==> config.mk <==
export PLATFORM = sky130hd
export DESIGN_NAME = m8088_bus_target
export DESIGN_NICKNAME = d
export VERILOG_FILES = /design/src/rtl/m8088_bus_pkg.sv /design/src/rtl/m8088_wait_counter.sv /design/src/rtl/m8088_bus_target.sv
export SDC_FILE = /design/constraint.sdc
export NUM_CORES = 1
export LEC_CHECK = 0
export CORE_ASPECT_RATIO = 1.25
export CORE_MARGIN = 8
export CORE_UTILIZATION = 42
export CTS_BUF_LIST = sky130_fd_sc_hd__clkbuf_8
export DETAILED_ROUTE_END_ITERATION = 7
export PLACE_DENSITY = 0.81
export SYNTH_ARGS = -nofsm -noshare
export SYNTH_HDL_FRONTEND = slang
export SYNTH_SLANG_ARGS = --single-unit
==> constraint.sdc <==
create_clock -name CORE_CLK -period 2.25 [get_ports CORE_CLK]
set_input_delay 0.45 -clock CORE_CLK [delete_from_list [all_inputs] [get_ports CORE_CLK]]
set_output_delay 0.45 -clock CORE_CLK [all_outputs]
set_load 0.01 [all_outputs]
==> src/rtl/m8088_bus_pkg.sv <==
// Shared types and constants for the 8088 bus target.
package m8088_bus_pkg;

  localparam int         ADDR_W      = 20;
  localparam int         WAIT_W      = 4;
  localparam logic [7:0] DIN_DEFAULT = 8'hFF;

  typedef enum logic [2:0] {
    S_IDLE = 3'd0,
    S_ADDR = 3'd1,
    S_REQ  = 3'd2,
    S_HOLD = 3'd3,
    S_DONE = 3'd4
  } bus_state_t;

endpackage

==> src/rtl/m8088_wait_counter.sv <==
// Loadable down-counter that saturates at zero; sets the minimum READY-low time.
module m8088_wait_counter
  import m8088_bus_pkg::*;
(
  input  logic              CORE_CLK,
  input  logic              RESET_n,
  input  logic              load,
  input  logic [WAIT_W-1:0] load_val,
  input  logic              dec,
  output logic              zero
);

  logic [WAIT_W-1:0] count;

  always_ff @(posedge CORE_CLK or negedge RESET_n) begin
    if (!RESET_n) begin
      count <= '0;
    end else if (load) begin
      count <= load_val;
    end else if (dec && (count != '0)) begin
      count <= count - 1'b1;
    end
  end

  assign zero = (count == '0);

endmodule

==> src/rtl/m8088_bus_target.sv <==
// 8088 bus target: turns CPU bus cycles into a req/ack backend handshake.
// Optional interrupt-acknowledge handling is enabled by M8088_TARGET_INTA_EN.
module m8088_bus_target
  import m8088_bus_pkg::*;
#(
  parameter int WAIT_STATES = 1
) (
  input  logic              CORE_CLK,
  input  logic              RESET_n,
  input  logic              ALE,
  input  logic              RD_n,
  input  logic              WR_n,
  input  logic              INTA_n,
  input  logic              IOM,
  input  logic [ADDR_W-1:0] addr,
  input  logic [7:0]        dout,
  output logic [7:0]        din,
  output logic              READY,
  output logic              req,
  output logic              req_we,
  output logic              req_io,
  output logic [ADDR_W-1:0] req_addr,
  output logic [7:0]        req_wdata,
  input  logic              ack,
  input  logic [7:0]        rdata,
  input  logic [7:0]        int_vector,
  output logic [2:0]        state_dbg
);

  // Backend handshake: req rises with addr/we/io/wdata valid and holds all of
  // them stable until ack is sampled high; req drops the cycle after. ack is
  // ignored whenever req is low.

  localparam logic [WAIT_W-1:0] WAIT_INIT = WAIT_W'(WAIT_STATES);

  bus_state_t        state, state_nxt;
  logic              ale_q, ale_q_nxt;
  logic              abort_q, abort_nxt;
  logic              aborting;
  logic              inta_strobe;
  logic              cnt_load, cnt_dec, cnt_zero;
  logic [7:0]        din_nxt;
  logic              ready_nxt, req_nxt, req_we_nxt, req_io_nxt;
  logic [ADDR_W-1:0] req_addr_nxt;
  logic [7:0]        req_wdata_nxt;

  assign state_dbg = state;
  assign cnt_load  = (state == S_ADDR) && (state_nxt == S_REQ);
  assign cnt_dec   = (state == S_REQ) || (state == S_HOLD);
  // A released strobe during REQ still finishes the backend transfer.
  assign aborting  = abort_q || ((state == S_REQ) && RD_n && WR_n);

  m8088_wait_counter u_wait (
    .CORE_CLK (CORE_CLK),
    .RESET_n  (RESET_n),
    .load     (cnt_load),
    .load_val (WAIT_INIT),
    .dec      (cnt_dec),
    .zero     (cnt_zero)
  );

`ifdef M8088_TARGET_INTA_EN
  logic inta_cnt, inta_cnt_nxt;

  assign inta_strobe = !INTA_n;

  always_ff @(posedge CORE_CLK or negedge RESET_n) begin
    if (!RESET_n) inta_cnt <= 1'b0;
    else          inta_cnt <= inta_cnt_nxt;
  end
`else
  logic unused_int_vector;

  assign inta_strobe       = 1'b0;
  assign unused_int_vector = ^int_vector;
`endif

  always_ff @(posedge CORE_CLK or negedge RESET_n) begin
    if (!RESET_n) begin
      state     <= S_IDLE;
      ale_q     <= 1'b0;
      abort_q   <= 1'b0;
      din       <= DIN_DEFAULT;
      READY     <= 1'b1;
      req       <= 1'b0;
      req_we    <= 1'b0;
      req_io    <= 1'b0;
      req_addr  <= '0;
      req_wdata <= '0;
    end else begin
      state     <= state_nxt;
      ale_q     <= ale_q_nxt;
      abort_q   <= abort_nxt;
      din       <= din_nxt;
      READY     <= ready_nxt;
      req       <= req_nxt;
      req_we    <= req_we_nxt;
      req_io    <= req_io_nxt;
      req_addr  <= req_addr_nxt;
      req_wdata <= req_wdata_nxt;
    end
  end

  always_comb begin
    state_nxt = state;
    unique case (state)
      S_IDLE: begin
        if (inta_strobe)        state_nxt = S_DONE;
        else if (!ALE && ale_q) state_nxt = S_ADDR;
      end
      S_ADDR: begin
        if (!WR_n || !RD_n)     state_nxt = S_REQ;
        else if (inta_strobe)   state_nxt = S_DONE;
        else if (ALE)           state_nxt = S_IDLE;
      end
      S_REQ: begin
        if (ack) begin
          if (!cnt_zero)        state_nxt = S_HOLD;
          else if (aborting)    state_nxt = S_IDLE;
          else                  state_nxt = S_DONE;
        end
      end
      S_HOLD: begin
        if (cnt_zero)           state_nxt = aborting ? S_IDLE : S_DONE;
      end
      S_DONE: begin
        if (RD_n && WR_n && INTA_n) state_nxt = S_IDLE;
      end
      default:                  state_nxt = S_IDLE;
    endcase
  end

  always_comb begin
    ale_q_nxt     = 1'b0;
    abort_nxt     = abort_q;
    din_nxt       = din;
    req_we_nxt    = req_we;
    req_io_nxt    = req_io;
    req_addr_nxt  = req_addr;
    req_wdata_nxt = req_wdata;
    ready_nxt     = (state_nxt == S_IDLE) || (state_nxt == S_DONE);
    req_nxt       = (state_nxt == S_REQ);

    // Address is only ever taken in IDLE; ALE elsewhere is ignored.
    if (state == S_IDLE) begin
      ale_q_nxt = ALE;
      if (ALE) begin
        req_addr_nxt = addr;
        req_io_nxt   = IOM;
      end
    end

    // WR_n wins when both strobes are low.
    if (cnt_load) begin
      req_we_nxt = !WR_n;
      abort_nxt  = 1'b0;
      if (!WR_n) req_wdata_nxt = dout;
    end

    if (state == S_REQ) begin
      if (RD_n && WR_n) abort_nxt = 1'b1;
      if (ack)          din_nxt   = rdata;
    end

`ifdef M8088_TARGET_INTA_EN
    inta_cnt_nxt = inta_cnt;
    if (((state == S_IDLE) || (state == S_ADDR)) && (state_nxt == S_DONE)) begin
      din_nxt      = inta_cnt ? int_vector : DIN_DEFAULT;
      inta_cnt_nxt = !inta_cnt;
    end
`endif
  end

endmodule

[After elaboration in Yosys (flattened, before gate mapping)]
Index checks and enable logic that the tools add are counted.
Word-level totals
  bits in registers: 49
  input port bits: 52
  logic and storage cells: 56
Operators by class
  $add $sub $neg: 1
  equality and inequality tests: 6
  multiplexer cells: 15
  bitwise logic cells: 1
  reductions and logical operators: 22
Operators with widths (count)
  two-way mux 3 bit: 8
  case mux 3 bit (5 select lines): 1
  equality test 3 x 2 -> 1 bit, second input constant: 3
  two-way mux 4 bit: 2
  logical AND 1 bit: 7
  equality test 3 bit, second input constant: 2
  logical NOT 3 bit: 2
  AND reduction 2 bit: 3
  logical NOT 4 bit: 1
  logical OR 1 bit: 4
  two-way mux 1 bit: 4
  nonzero test 4 bit: 1
  subtractor 4 x 1 -> 4 bit, second input constant: 1
  equality test 3 x 1 -> 1 bit, second input constant: 1
  logical NOT 1 bit: 3
  nonzero test 2 bit: 1
  inverter 1 bit: 1

[Depth between registers and ports, before layout]
Gate-level depths: netlist of run 1.
  depth after elaboration: 13
  depth in mapped cells: 5

[Modules after synthesis]
A second synthesis of run 1 with hierarchy kept.
Second synthesis, totals
  cell total of the unflattened synthesis: 152
  area total of the unflattened synthesis: 2174.6 um2
By module, submodules not included
  m8088_bus_target: times used 1, cells an instance 125, area each 1904.3 um2, seq. area each 1137.3 um2
  m8088_wait_counter: times used 1, cells an instance 27, area each 270.3 um2, seq. area each 100.1 um2

[Worst setup path before layout of run 1]
No wires, ideal clock.
  path kind: register -> register
  start point: register state[1] (netlist: state_dbg[1])
  end point: register req_addr[0]
  library setup time: 125 ps
  arrival time: 1469 ps
  setup slack: 656 ps
  cell stages (with the launch flop): 5
  period minus slack after synthesis: 1594 ps
  path through: dfrtp_1 > buf_4 > nor4_4 > buf_4 > mux2_2
On the way
  longest elaborated chain between the ends: 2
Ends and longest elaborated chain
  start: declaration: RTL line m8088_bus_target.sv:36  | bus_state_t state, state_nxt;
  start signal: assignment: RTL line m8088_bus_target.sv:91  | state <= state_nxt;
  logical NOT 3 bit: RTL line m8088_bus_target.sv:145  | if (state == S_IDLE) begin
  AND reduction 2 bit (no source line)
  end signal: assignment: RTL line m8088_bus_target.sv:99  | req_addr <= req_addr_nxt;
  end: declaration: RTL line m8088_bus_target.sv:22  | output logic [ADDR_W-1:0] req_addr,
No other way between the ends.
A chain may end at the register's enable or synchronous reset.

[Final worst setup path of run 1]
  start point: register state[1] (netlist: state_dbg[1])
  end point: output state_dbg[1]
RTL lines
  end: declaration: RTL line m8088_bus_target.sv:27  | output logic [2:0] state_dbg
No word-level cell between the ends.

==> metrics.cfg, run 1 <==
[pwr]
power.share.clock_pct = 12.1
switchingPower_uw = 1320
seqPwrFrac_pct = 38.9
combPwrFrac_pct = 49.0
ir_drop_mv = 0.762
p_per_area_mw_per_mm2 = 1360
finalPower_uw = 4210
p_int_uw = 2890
p_sw_share_pct = 31.3
p_leak_uw = 0.00127

[die]
core-area_mm2 = 0.00473
die_area_mm2 = 0.00740
die_h_um = 94.2
fp-row-count = 28
num_io_pins = 95
die_x_um = 78.6
initial_core_util_pct = 43.4

[detailed_routing]
first_pass_iters = 4
routed_wl_um = 4900
via_per_inst = 5.13
wl_per_cell_um = 16.3
drtIter0Drc = 55
ant_nets = 0
vias = 1538
remaining_drc_errors = 0

[global_routing]
gr-total-overflow = 0
grt_pass1_vias = 1600
antenna_found_initial = 0
grt_pass1_wl_um = 8090
grt_usage_pct = 13.8
grt_max_degree = 23

[sta]
maxSlewViolCount = 0
rsz0062_at_grt = false
max_freq_mhz = 494
worstMarginPinSlew_ns = 0.484
finClkSkew_ns = 0.00667
fin_ws_ns = 0.225
fin_crit_ns = 2.03
setup_viol = 0
finalCritPeriodShare_pct = 90.0
slew_headroom_pct = 67.8
setup-tns-final_ns = 0
hold_violations = 0

[clocking]
post_cts_buffers = 0
clk_pin_slew_worst_paths_ns = 0.08
htreeDepth = 2
insertion_delay_ns = 0.29
cts.sinks = 49
cts-root-buf = clkbuf_8
cts-buffers-inserted = 5
cts.hold.buffers_added = 0
clockBufferDepth = 2
cts_resized = 0
cts_tree = yes

[worst_setup_path]
setup.worst_path.class = reg -> out
cp_slowest_cell = dfrtp_1
critical_path.top_delay_family = flip-flops
cp_cell_sequence = clkdlybuf4s50_1
crit_buf_inv = 1
worstPathRequired_ns = 1.80
path_max_fanout = 11
arrival_ns = 1.58
cp-start-kind = flip-flop
endpoint_kind = primary output
cp_slowest_stage_delay_ns = 0.65

[synth]
synthesis.area_mm2 = 0.00205
mappedNetlistNets = 200
synth_top_cell_area_share_pct = 48.7
yosysUniqueCellTypes = 30
syn_inst = 146
postSynthAreaPerCell_um2 = 14.1
seq_area_frac_synth_pct = 60.2
yosys-top-cells-area = dfrtp_1 (49%), mux2_2 (20%), dfstp_2 (12%)
yosysWarnings = 0
synth_top_area_cell = dfrtp_1
ys_seq_elements = 49

[run]
cap_violations = 0

[cells_and_area]
fin_area_mm2 = 0.00310
multiInputGateArea_um2 = 759
area_growth_pct = 50.8
fill_cells = 374
finalNonFillerCells = 300
register_area_mm2 = 0.00124
drive_gt1_share_pct = 26.7
antenna_cells = 0
final_nets = 293

[placed_design]
detailed_place_hpwl_um = 3840
dp_cells = 292
portBuffers = 86
pre_cts_ws_ns = 0.291
routabilityCongestion = 0.817
placed_cell_area_mm2 = 0.00301

[worst_hold_path]
hp-class = in -> async

[status]
status = completed

## Yosys cell counts
| master | instances |
|---|---|
| nor3b_4 | 1 |
| inv_1 | 6 |
| o41ai_1 | 1 |
| nor2_1 | 5 |
| a221oi_1 | 1 |
| or4_1 | 2 |
| buf_2 | 1 |
| o21ai_0 | 7 |
| nand3b_1 | 1 |
| nor3_1 | 2 |
| a21o_1 | 1 |
| a31o_2 | 1 |
| buf_4 | 3 |
| or3_1 | 3 |
| nand3_1 | 6 |
| nand2b_4 | 1 |
| o31a_1 | 1 |
| a211o_1 | 1 |
| nand2_1 | 2 |
| clkbuf_1 | 2 |
| nor4b_4 | 1 |
| and3_1 | 1 |
| nor4_4 | 1 |
| nor3b_1 | 1 |
| mux2_2 | 37 |
| nor2b_1 | 2 |
| a21oi_1 | 4 |
| ha_1 | 2 |
| dfrtp_1 | 40 |
| dfstp_2 | 9 |
## flip-flops by register name, summed over array words and instances (netlist names)
register	count
ale_q	1
state_dbg	3
req	1
READY	1
req_addr	20
req_we	1
din	8
u_wait.count	4
req_io	1
req_wdata	8
abort_q	1
## layer usage
metal	routed length, um	share of wire (%)	global-route usage [%]	up-vias
met5	0	0	0	-
met1	1830	37	14.6	772
met4	53	1.1	4.18	0
met2	2510	51	23.7	58
li1	-	-	-	702
met3	509	10	6.51	6
## path summary, 6_finish.rpt
kind / from / end / slack [ns] / cells past startpoint
setup / recovery: state_dbg[1] / state_dbg[1] / 0.22 / 1
hold / removal: RESET_n / req_addr[10] / 0.01 / 1
setup reg to reg: state_dbg[1] / din[3] / 0.53 / 3
hold reg to reg: abort_q / state_dbg[2] / 0.49 / 1
max in group asynchronous: RESET_n / din[7] / 1.63 / 2
min in group CORE_CLK: abort_q / state_dbg[2] / 0.49 / 1
## worst register-to-register path, stage by stage (launching register included)
cell and delay (ns):
dfrtp_1 0.65, nand2b_4 0.17, nor3b_4 0.44, mux2_2 0.39
## through the flow
step,hold WS [ns],util [%]
final,0.0122,65.5
after global routing,0.0134,65.5
after CTS,0.0117,65.5
after detailed placement,0.333,63.6
after global placement,0.335,63.6
after floorplan,0.154,-
## power by group through the flow
stage	logic, uW	registers (uW)	clock network [uW]
after floorplan	859	1800	0
after global placement	2060	1640	0
after detailed placement	2090	1660	0
after CTS	2100	1650	534
after global routing	2230	1710	571
final	2060	1640	510
## cell type report
| class | instances | area share, % |
|---|---|---|
| repair buffers | 92 | 29.5 |
| clock buffers | 6 | 2.67 |
| well taps | 60 | 2.42 |
| inverters | 6 | 0.727 |
| multi-input cells | 85 | 24.5 |
| flip-flops and latches | 49 | 39.9 |
| clock inverters | 2 | 0.242 |
## layout by cell type (no fill, tap or decap), types with 2 or more instances in the layout
cell,netlist,final
a21oi_1,4,4
buf_4,3,5
clkbuf_8,0,6
clkdlybuf4s50_1,0,85
dfrtp_1,40,40
dfstp_2,9,9
ha_1,2,2
inv_1,6,8
mux2_2,37,37
nand2_1,2,2
nand3_1,6,6
nor2_1,5,5
nor2b_1,2,2
nor3_1,2,2
o21ai_0,7,7
or3_1,3,3
or4_1,2,2
## logic make-up (layout without fill, tap and decap cells)
family	Yosys count	count (layout)	share of synthesized area [%]
compound gates	17	17	5.18
fa+ha+maj	2	2	1.22
buf+inv	12	106	2.80
flops	49	49	60.2
mux	37	37	20.3
simple gates	29	29	10.3
Power figures use the tool's default switching activity.
==> inputs of run 2 (changes only) <==
Settings changed: GPL_TIMING_DRIVEN from default to 0.
==> metrics.cfg, run 2 (synthesized netlist as in run 1, its figures left out) <==
[pwr]
ir_drop_mv = 0.814  ; +6.8%
p_per_area_mw_per_mm2 = 1360  ; -0.26%
p_leak_uw = 0.00127  ; -0.49%

[cells_and_area]
largest_reg_flops = 20  ; unchanged
register_area_mm2 = 0.00124  ; unchanged
final_common_cell = clkdlybuf4s50_1
antenna_cells = 0  ; unchanged
regMostFlops = req_addr
utilization_pct = 65.3  ; -0.21 points
final_nets = 294  ; +0.34%
drive_gt1_share_pct = 26.6  ; -0.11 points
multiInputGateArea_um2 = 759  ; unchanged
area_growth_pct = 50.3
top_regs = req_addr (20), din (8), req_wdata (8)
fill_cells = 380  ; +1.6%
layout_common_cells = clkdlybuf4s50_1 (85), dfrtp_1 (40), mux2_2 (37)

[worst_setup_path]
r2r-start = u_wait.count[0]
cp-start-kind = flip-flop
rrSetupSlack_ns = 0.31  ; -0.22 ns
worstPathRequired_ns = 2.45  ; +0.65 ns
arrival_ns = 2.14  ; +0.56 ns
setup.worst_path.class = reg -> reg
endpoint_kind = flip-flop
timing.rr.end = state_dbg[2]
rr_worst_depth = 5  ; +2
path_max_fanout = 7  ; -4

[die]
die_h_um = 94.2  ; unchanged
die_x_um = 78.6  ; unchanged
die_area_mm2 = 0.00740  ; unchanged
fp-row-count = 28  ; unchanged
num_io_pins = 95  ; unchanged
initial_core_util_pct = 43.4  ; unchanged
core-area_mm2 = 0.00473  ; unchanged

[placed_design]
detailed_place_hpwl_um = 3760  ; -2.2%
portBuffers = 86  ; unchanged
routabilityCongestion = 0.862  ; +5.5%

[sta]
finalCritPeriodShare_pct = 86.2  ; -3.8 points
worstMarginPinSlew_ns = 0.686  ; +0.202 ns
setup_viol = 0  ; unchanged
finClkSkew_ns = 0.00938  ; +0.00272 ns
rsz0062_at_grt = false
hold_violations = 0  ; unchanged
maxSlewViolCount = 0  ; unchanged
max_freq_mhz = 515  ; +4.4%
slew_headroom_pct = 54.2  ; -14 points
fin_crit_ns = 1.94  ; -0.0850 ns
whs_ns = 0.00874  ; -0.00347 ns

[clocking]
clockBufferDepth = 2  ; unchanged
htreeDepth = 2  ; unchanged
cts.hold.buffers_added = 0  ; unchanged
post_cts_buffers = 0  ; unchanged
cts_resized = 0  ; unchanged
cts-buffers-inserted = 5  ; unchanged
insertion_delay_ns = 0.30  ; about the same
cts.sinks = 49  ; unchanged
cts-root-buf = clkbuf_8
clk_pin_slew_worst_paths_ns = 0.09  ; about the same
cts_tree = yes

[global_routing]
antenna_found_initial = 0  ; unchanged
grt_usage_pct = 13.4  ; -0.39 points
grt_pass1_wl_um = 7840  ; -3.1%
grt_max_degree = 40  ; +74%
grt_pass1_vias = 1595  ; -0.31%
gr-total-overflow = 0  ; unchanged

[detailed_routing]
ant_nets = 0  ; unchanged
remaining_drc_errors = 0  ; unchanged
first_pass_iters = 4  ; unchanged
routed_wl_um = 4850  ; -1.1%
vias = 1532  ; -0.39%
wl_per_cell_um = 16.1  ; -1.5%
drtIter0Drc = 131  ; +140%
via_per_inst = 5.09  ; -0.72%

[run]
cap_violations = 0  ; unchanged

[worst_hold_path]
hp-class = in -> async

[status]
status = completed

## run 2: changes by cell type in the layout (fill, tap and decap cells not counted)
cell,previous run,this run
buf_2,1,2
clkbuf_8,6,5
inv_1,8,7
clkinv_2,0,2
clkbuf_1,0,2
buf_4,5,3
## run 2: metal layers
metal | share of wire, % | wire length [um] | GRT usage (%)
met2 | 50 | 2410 | 22.4
met1 | 39 | 1870 | 14.8
met5 | 0 | 0 | 0
met3 | 10 | 488 | 6.13
met4 | 1.6 | 78 | 4.18
## run 2: how the worst max path moves through the flow
stage / endpoint / cells after the start / start / slack (ns)
floorplan: req_addr[0] / 4 / state_dbg[1] / 0.66
global placement: req_addr[12] / 1 / RESET_n / -0.70
detailed placement: req_wdata[3] / 3 / WR_n / 0.11
CTS: state_dbg[0] / 1 / state_dbg[0] / 0.35
global route: state_dbg[2] / 5 / u_wait.count[0] / 0.25
finish: state_dbg[2] / 5 / u_wait.count[0] / 0.31
## run 2: final cells by class
class,instances,area share (%)
inverters,6,0.729
well taps,60,2.43
repair buffers,87,28.4
flip-flops and latches,49,40.1
clock buffers,5,2.23
clock inverters,3,0.446
plain buffers,6,1.13
multi-input cells,85,24.6
## run 2: power breakdown
| group | switching (uW) | internal [uW] | leakage, uW |
|---|---|---|---|
| Clock | 280 | 211 | 0.0000491 |
| Combinational | 838 | 1270 | 0.000642 |
| Sequential | 216 | 1370 | 0.000577 |
| Total | 1330 | 2850 | 0.00127 |
## run 2: metrics by stage
| step | cells | worst slack [ns] | setup TNS (ns) | power (uW) | cell area [um2] |
|---|---|---|---|---|---|
| floorplan | 146 | 0.656 | 0 | 2650 | 2050 |
| global placement | 292 | -0.698 | -29.41 | 3680 | 2990 |
| detailed placement | 293 | 0.108 | 0 | 3750 | 3010 |
| CTS | 301 | 0.353 | 0 | 4250 | 3090 |
| global route | 301 | 0.246 | 0 | 4460 | 3090 |
| finish | 301 | 0.310 | 0 | 4180 | 3090 |
## run 2: worst max-delay path, cell delays in order (launching register included)
cell,delay (ns)
dfrtp_1,0.41
inv_1,0.10
ha_1,0.18
nor3b_1,0.58
o21ai_0,0.21
o41ai_1,0.36
==> inputs of run 3 (changes only) <==
Settings changed: CORE_MARGIN 8 to default.
==> metrics.cfg, run 3 (synthesized netlist as in run 1, its figures left out) <==
[worst_setup_path]
cp-start-kind = flip-flop
worstPathRequired_ns = 2.43  ; -0.02 ns
arrival_ns = 2.15  ; about the same
critical_path.top_delay_family = compound AO/OA/AOI/OAI gates
setup.worst_path.class = reg -> reg
endpoint_kind = flip-flop
crit_buf_inv = 1  ; unchanged
cp_cell_sequence = inv_1 > ha_1 > nor3b_1 > o21ai_0 > o41ai_1
cp_slowest_stage_delay_ns = 0.55  ; -0.03 ns
path_max_fanout = 7  ; unchanged
cp_slowest_cell = nor3b_1

[global_routing]
grt_pass1_wl_um = 6840  ; -13%
antenna_found_initial = 0  ; unchanged
grt_usage_pct = 17.4  ; +4.0 points
grt_max_degree = 29  ; -28%
grt_pass1_vias = 1502  ; -5.8%
gr-total-overflow = 0  ; unchanged

[sta]
rsz0062_at_grt = false
fin_crit_ns = 1.97  ; +0.0289 ns
slew_headroom_pct = 56.2  ; +2.0 points
finClkSkew_ns = 0.00725  ; -0.00213 ns
hold_violations = 0  ; unchanged
setup_viol = 0  ; unchanged
maxSlewViolCount = 0  ; unchanged
worstMarginPinSlew_ns = 0.655  ; -0.0306 ns
whs_ns = 0.113  ; +0.104 ns
finalCritPeriodShare_pct = 87.5  ; +1.3 points
setup-tns-final_ns = 0  ; unchanged
fin_ws_ns = 0.281  ; -0.0289 ns
max_freq_mhz = 508  ; -1.5%

[cells_and_area]
final_nets = 294  ; unchanged
antenna_cells = 0  ; unchanged
fill_cells = 383  ; +0.79%
layout_common_cells = clkdlybuf4s50_1 (85), dfrtp_1 (40), mux2_2 (37)
finalNonFillerCells = 301  ; unchanged
largest_reg_flops = 20  ; unchanged
utilization_pct = 66.0  ; +0.71 points
top_regs = req_addr (20), din (8), req_wdata (8)
regMostFlops = req_addr
drive_gt1_share_pct = 26.6  ; unchanged
final_common_cell = clkdlybuf4s50_1
area_growth_pct = 51.9

[run]
cap_violations = 0  ; unchanged

[clocking]
htreeDepth = 2  ; unchanged
insertion_delay_ns = 0.30  ; about the same
clockBufferDepth = 2  ; unchanged
cts_tree = yes
cts_resized = 0  ; unchanged
cts.sinks = 49  ; unchanged
cts.hold.buffers_added = 0  ; unchanged
cts-root-buf = clkbuf_8
clk_pin_slew_worst_paths_ns = 0.09  ; about the same
post_cts_buffers = 0  ; unchanged
cts-buffers-inserted = 5  ; unchanged

[die]
die_x_um = 64.6  ; -18%
die_h_um = 80.2  ; -15%
die_area_mm2 = 0.00518  ; -30%
initial_core_util_pct = 43.4  ; unchanged
core-area_mm2 = 0.00473  ; unchanged
num_io_pins = 95  ; unchanged
fp-row-count = 28  ; unchanged

[detailed_routing]
wl_per_cell_um = 14.4  ; -11%
remaining_drc_errors = 0  ; unchanged
routed_wl_um = 4330  ; -11%
first_pass_iters = 4  ; unchanged
ant_nets = 0  ; unchanged
vias = 1519  ; -0.85%
via_per_inst = 5.05  ; -0.85%
drtIter0Drc = 63  ; -52%

[placed_design]
pre_cts_ws_ns = 0.104  ; -0.00397 ns
detailed_place_hpwl_um = 3280  ; -13%
routabilityCongestion = 0.847  ; -1.7%
portBuffers = 86  ; unchanged
dp_cells = 293  ; unchanged

[status]
status = completed

[pwr]
p_per_area_mw_per_mm2 = 1380  ; +1.9%
p_leak_uw = 0.00128  ; +1.1%
ir_drop_mv = 0.601  ; -26%

[worst_hold_path]
hp-class = in -> async

run 3: cell types whose count changed in the layout (fill, tap and decap cells not counted):
cell       delta
bufinv_16     +1
clkbuf_8      +1
clkinv_2      -2
run 3: final timing paths:
check,from,endpoint,slack (ns),cells past startpoint
worst max-delay path,u_wait.count[0],state_dbg[2],0.28,5
worst min-delay path,RESET_n,state_dbg[1],0.11,1
worst max register to register,u_wait.count[0],state_dbg[2],0.28,5
worst min register to register,req_we,req_we,0.48,1
max in group asynchronous,RESET_n,din[1],1.54,2
min in group CORE_CLK,req_we,req_we,0.48,1
run 3: per-layer routing:
| layer | vias up | wire length (um) | global-route usage [%] |
|---|---|---|---|
| li1 | 705 | - | - |
| met1 | 751 | 1720 | 20.2 |
| met2 | 58 | 2320 | 31.1 |
| met3 | 5 | 261 | 5.11 |
| met4 | 0 | 34 | 4.67 |
| met5 | - | 0 | 0 |
run 3: worst reg2reg max path, cell delays in order, from the launching register on:
cell     delay [ns]
dfrtp_1        0.41
inv_1          0.09
ha_1           0.18
nor3b_1        0.55
o21ai_0        0.20
o41ai_1        0.42
run 3: per-stage QoR:
| stage | total power (uW) | cell area (um2) |
|---|---|---|
| 6_report | 4310 | 3120 |
| 2_1_floorplan | 2650 | 2050 |
| 4_1_cts | 4360 | 3120 |
| 3_3_place_gp | 3640 | 2990 |
| 3_5_place_dp | 3710 | 3010 |
| 5_1_grt | 4580 | 3120 |
run 3: area by class of cell:
type | count | area, um2 | area share, %
clock inverters | 2 | 33.8 | 1.08
clock buffers | 6 | 82.6 | 2.65
repair buffers | 87 | 876 | 28.1
inverters | 6 | 22.5 | 0.721
flip-flops and latches | 49 | 1240 | 39.6
well taps | 60 | 75.1 | 2.40
multi-input cells | 85 | 759 | 24.3
plain buffers | 6 | 35.0 | 1.12
run 3: where the power goes:
group | switching (uW) | internal, uW
clock | 285 | 358
combinational | 813 | 1270
sequential | 218 | 1370
==> patch (flow settings as in run 1) <==
The option `M8088_TARGET_INTA_EN` is turned on by a define.
--- a/src/rtl/m8088_bus_target.sv
+++ b/src/rtl/m8088_bus_target.sv
@@ -2,2 +2,4 @@
 // Optional interrupt-acknowledge handling is enabled by M8088_TARGET_INTA_EN.
+`define M8088_TARGET_INTA_EN
+
 module m8088_bus_target
Behaviour: not the same (Yosys sat finds a counterexample within 4 cycles, from zero or initial values and one cycle with RESET_n low).
==> patch against run 1 <==
Cell area rose by 8.2%; worst setup slack got worse by 0.054 ns; synthesized area rose by 7.1%; sequential cell count rose by 1; wire length rose by 13%; cell count rose by 8.7%; first-iteration DRC count rose by 96%; count of clock-buffer cells in the layout did not move; synthesized cell count rose by 12%; critical endpoint unchanged; largest cell class unchanged; power fell by 21%; via count rose by 9.2%.
==> patch: results (changes against run 1) <==
[pwr]
power.net_switching_w = 0.0009710  ; -26%
power_density_nw_per_um2 = 992.4  ; -27%
power_sequential_w = 0.00148  ; -9.8%
static-leakage-power_nw = 1.355  ; +6.3%
vdd_drop_max_uv = 667.7  ; -12%
clock_power_w = 0.000528  ; +4%

[yosys]
synth_sequential_area_ratio_pct = 57.39  ; -2.8 points
synth_compound_area_share_pct = 9.727  ; +4.6 points
synth_mux_area_share_pct = 17.58  ; -2.7 points
most_used_standard_cells_in_the_synthesized_netlist = 41 x sky130_fd_sc_hd__dfrtp_1, 29 x sky130_fd_sc_hd__mux2_2, 9 x sky130_fd_sc_hd__dfstp_2
synth_fp_nets = 218  ; +9.0%
ys_types = 35  ; +17%
synthesis.instances = 164  ; +12%
post_synthesis_xor_xnor_area_fraction_pct = 0.3982  ; +0.40 points
post_synth_fa_ha_maj_area_fraction_pct = 1.138  ; -0.080 points

[grt]
grt_util_met1_pct = 17.14  ; +2.5 points
grt_pass1_vias = 1858  ; +16%
met3_usage_pct = 7.037  ; +0.52 points
groute.layer.met2.usage_pct = 22.40  ; -1.3 points
grt_first_pass_wirelength_um = 9045  ; +12%
antenna_violations_before_repair = 0  ; unchanged
grt.total_usage_pct = 14.41  ; +0.63 points
grt_start_max_net_pins = 51  ; +120%

[timing]
max-slew-margin-rel_pct = 66.04  ; -1.7 points
fin_worst_hold_slack_ns = 0.1170  ; +0.1048 ns
finClkSkew_ns = 0.001976  ; -0.004689 ns
final-hold-violation-count = 0  ; unchanged

[final_layout]
final_nets = 317  ; +8.2%
fillers = 400  ; +7.0%
antennaDiodeCount = 0  ; unchanged

[detailed_routing]
drt_iter0_markers = 108  ; +96%
dr_total_vias = 1680  ; +9.2%
dr_wl_met3_um = 495  ; -2.8%
detail_route.wirelength_um = 5529  ; +13%
avgViaCountPerCell = 5.153  ; +0.52%
detail_route.wirelength.met1_um = 2210  ; +21%
met2RoutedLength_um = 2760  ; +9.9%

[setup_path]
critPathMaxFanout = 14  ; +3
worstReg2RegEnd = u_wait.count[2]
crit_arrival_ns = 1.63  ; +0.05 ns
peak_per_stage_delay_on_the_critical_path_ns = 0.67  ; +0.02 ns

[outcome]
outcome = complete, no violations

[place]
io_buffers = 94  ; +9.3%
routabilityCongestion = 0.7471  ; -8.6%

patch: cell types whose count changed after synthesis, sizes merged, moves of 3 or more:
| cell | delta |
|---|---|
| inv | -3 |
| mux2 | -8 |
| mux2i | +6 |
| nand2b | +7 |
| o221a | +6 |
patch: stage by stage:
step	setup slack, ns	area (um^2)
final	0.1706	3352
after global routing	0.1028	3352
after CTS	0.1431	3352
after detailed placement	0.2479	3261
after global placement	0.2640	3261
after floorplan	0.5674	2200
patch: area by class of cell:
cell class | instances | area, um^2 | share of cell area (%)
clock buffer | 6 | 82.58 | 2.464
timing repair buffer | 100 | 1006 | 30.01
inverter | 3 | 11.26 | 0.3359
sequential | 50 | 1262 | 37.66
tap | 62 | 77.57 | 2.314
clock inverter | 2 | 8.758 | 0.2613
multi-input combinational | 103 | 903.4 | 26.95
patch: cell families after synthesis:
logic type / after synthesis
AO/OA/AOI/OAI: 27
XOR/XNOR: 1
buffers and inverters: 11
AND/OR/NAND/NOR: 38
adder cells (fa/ha/maj): 2
flip-flops: 50
multiplexers: 35
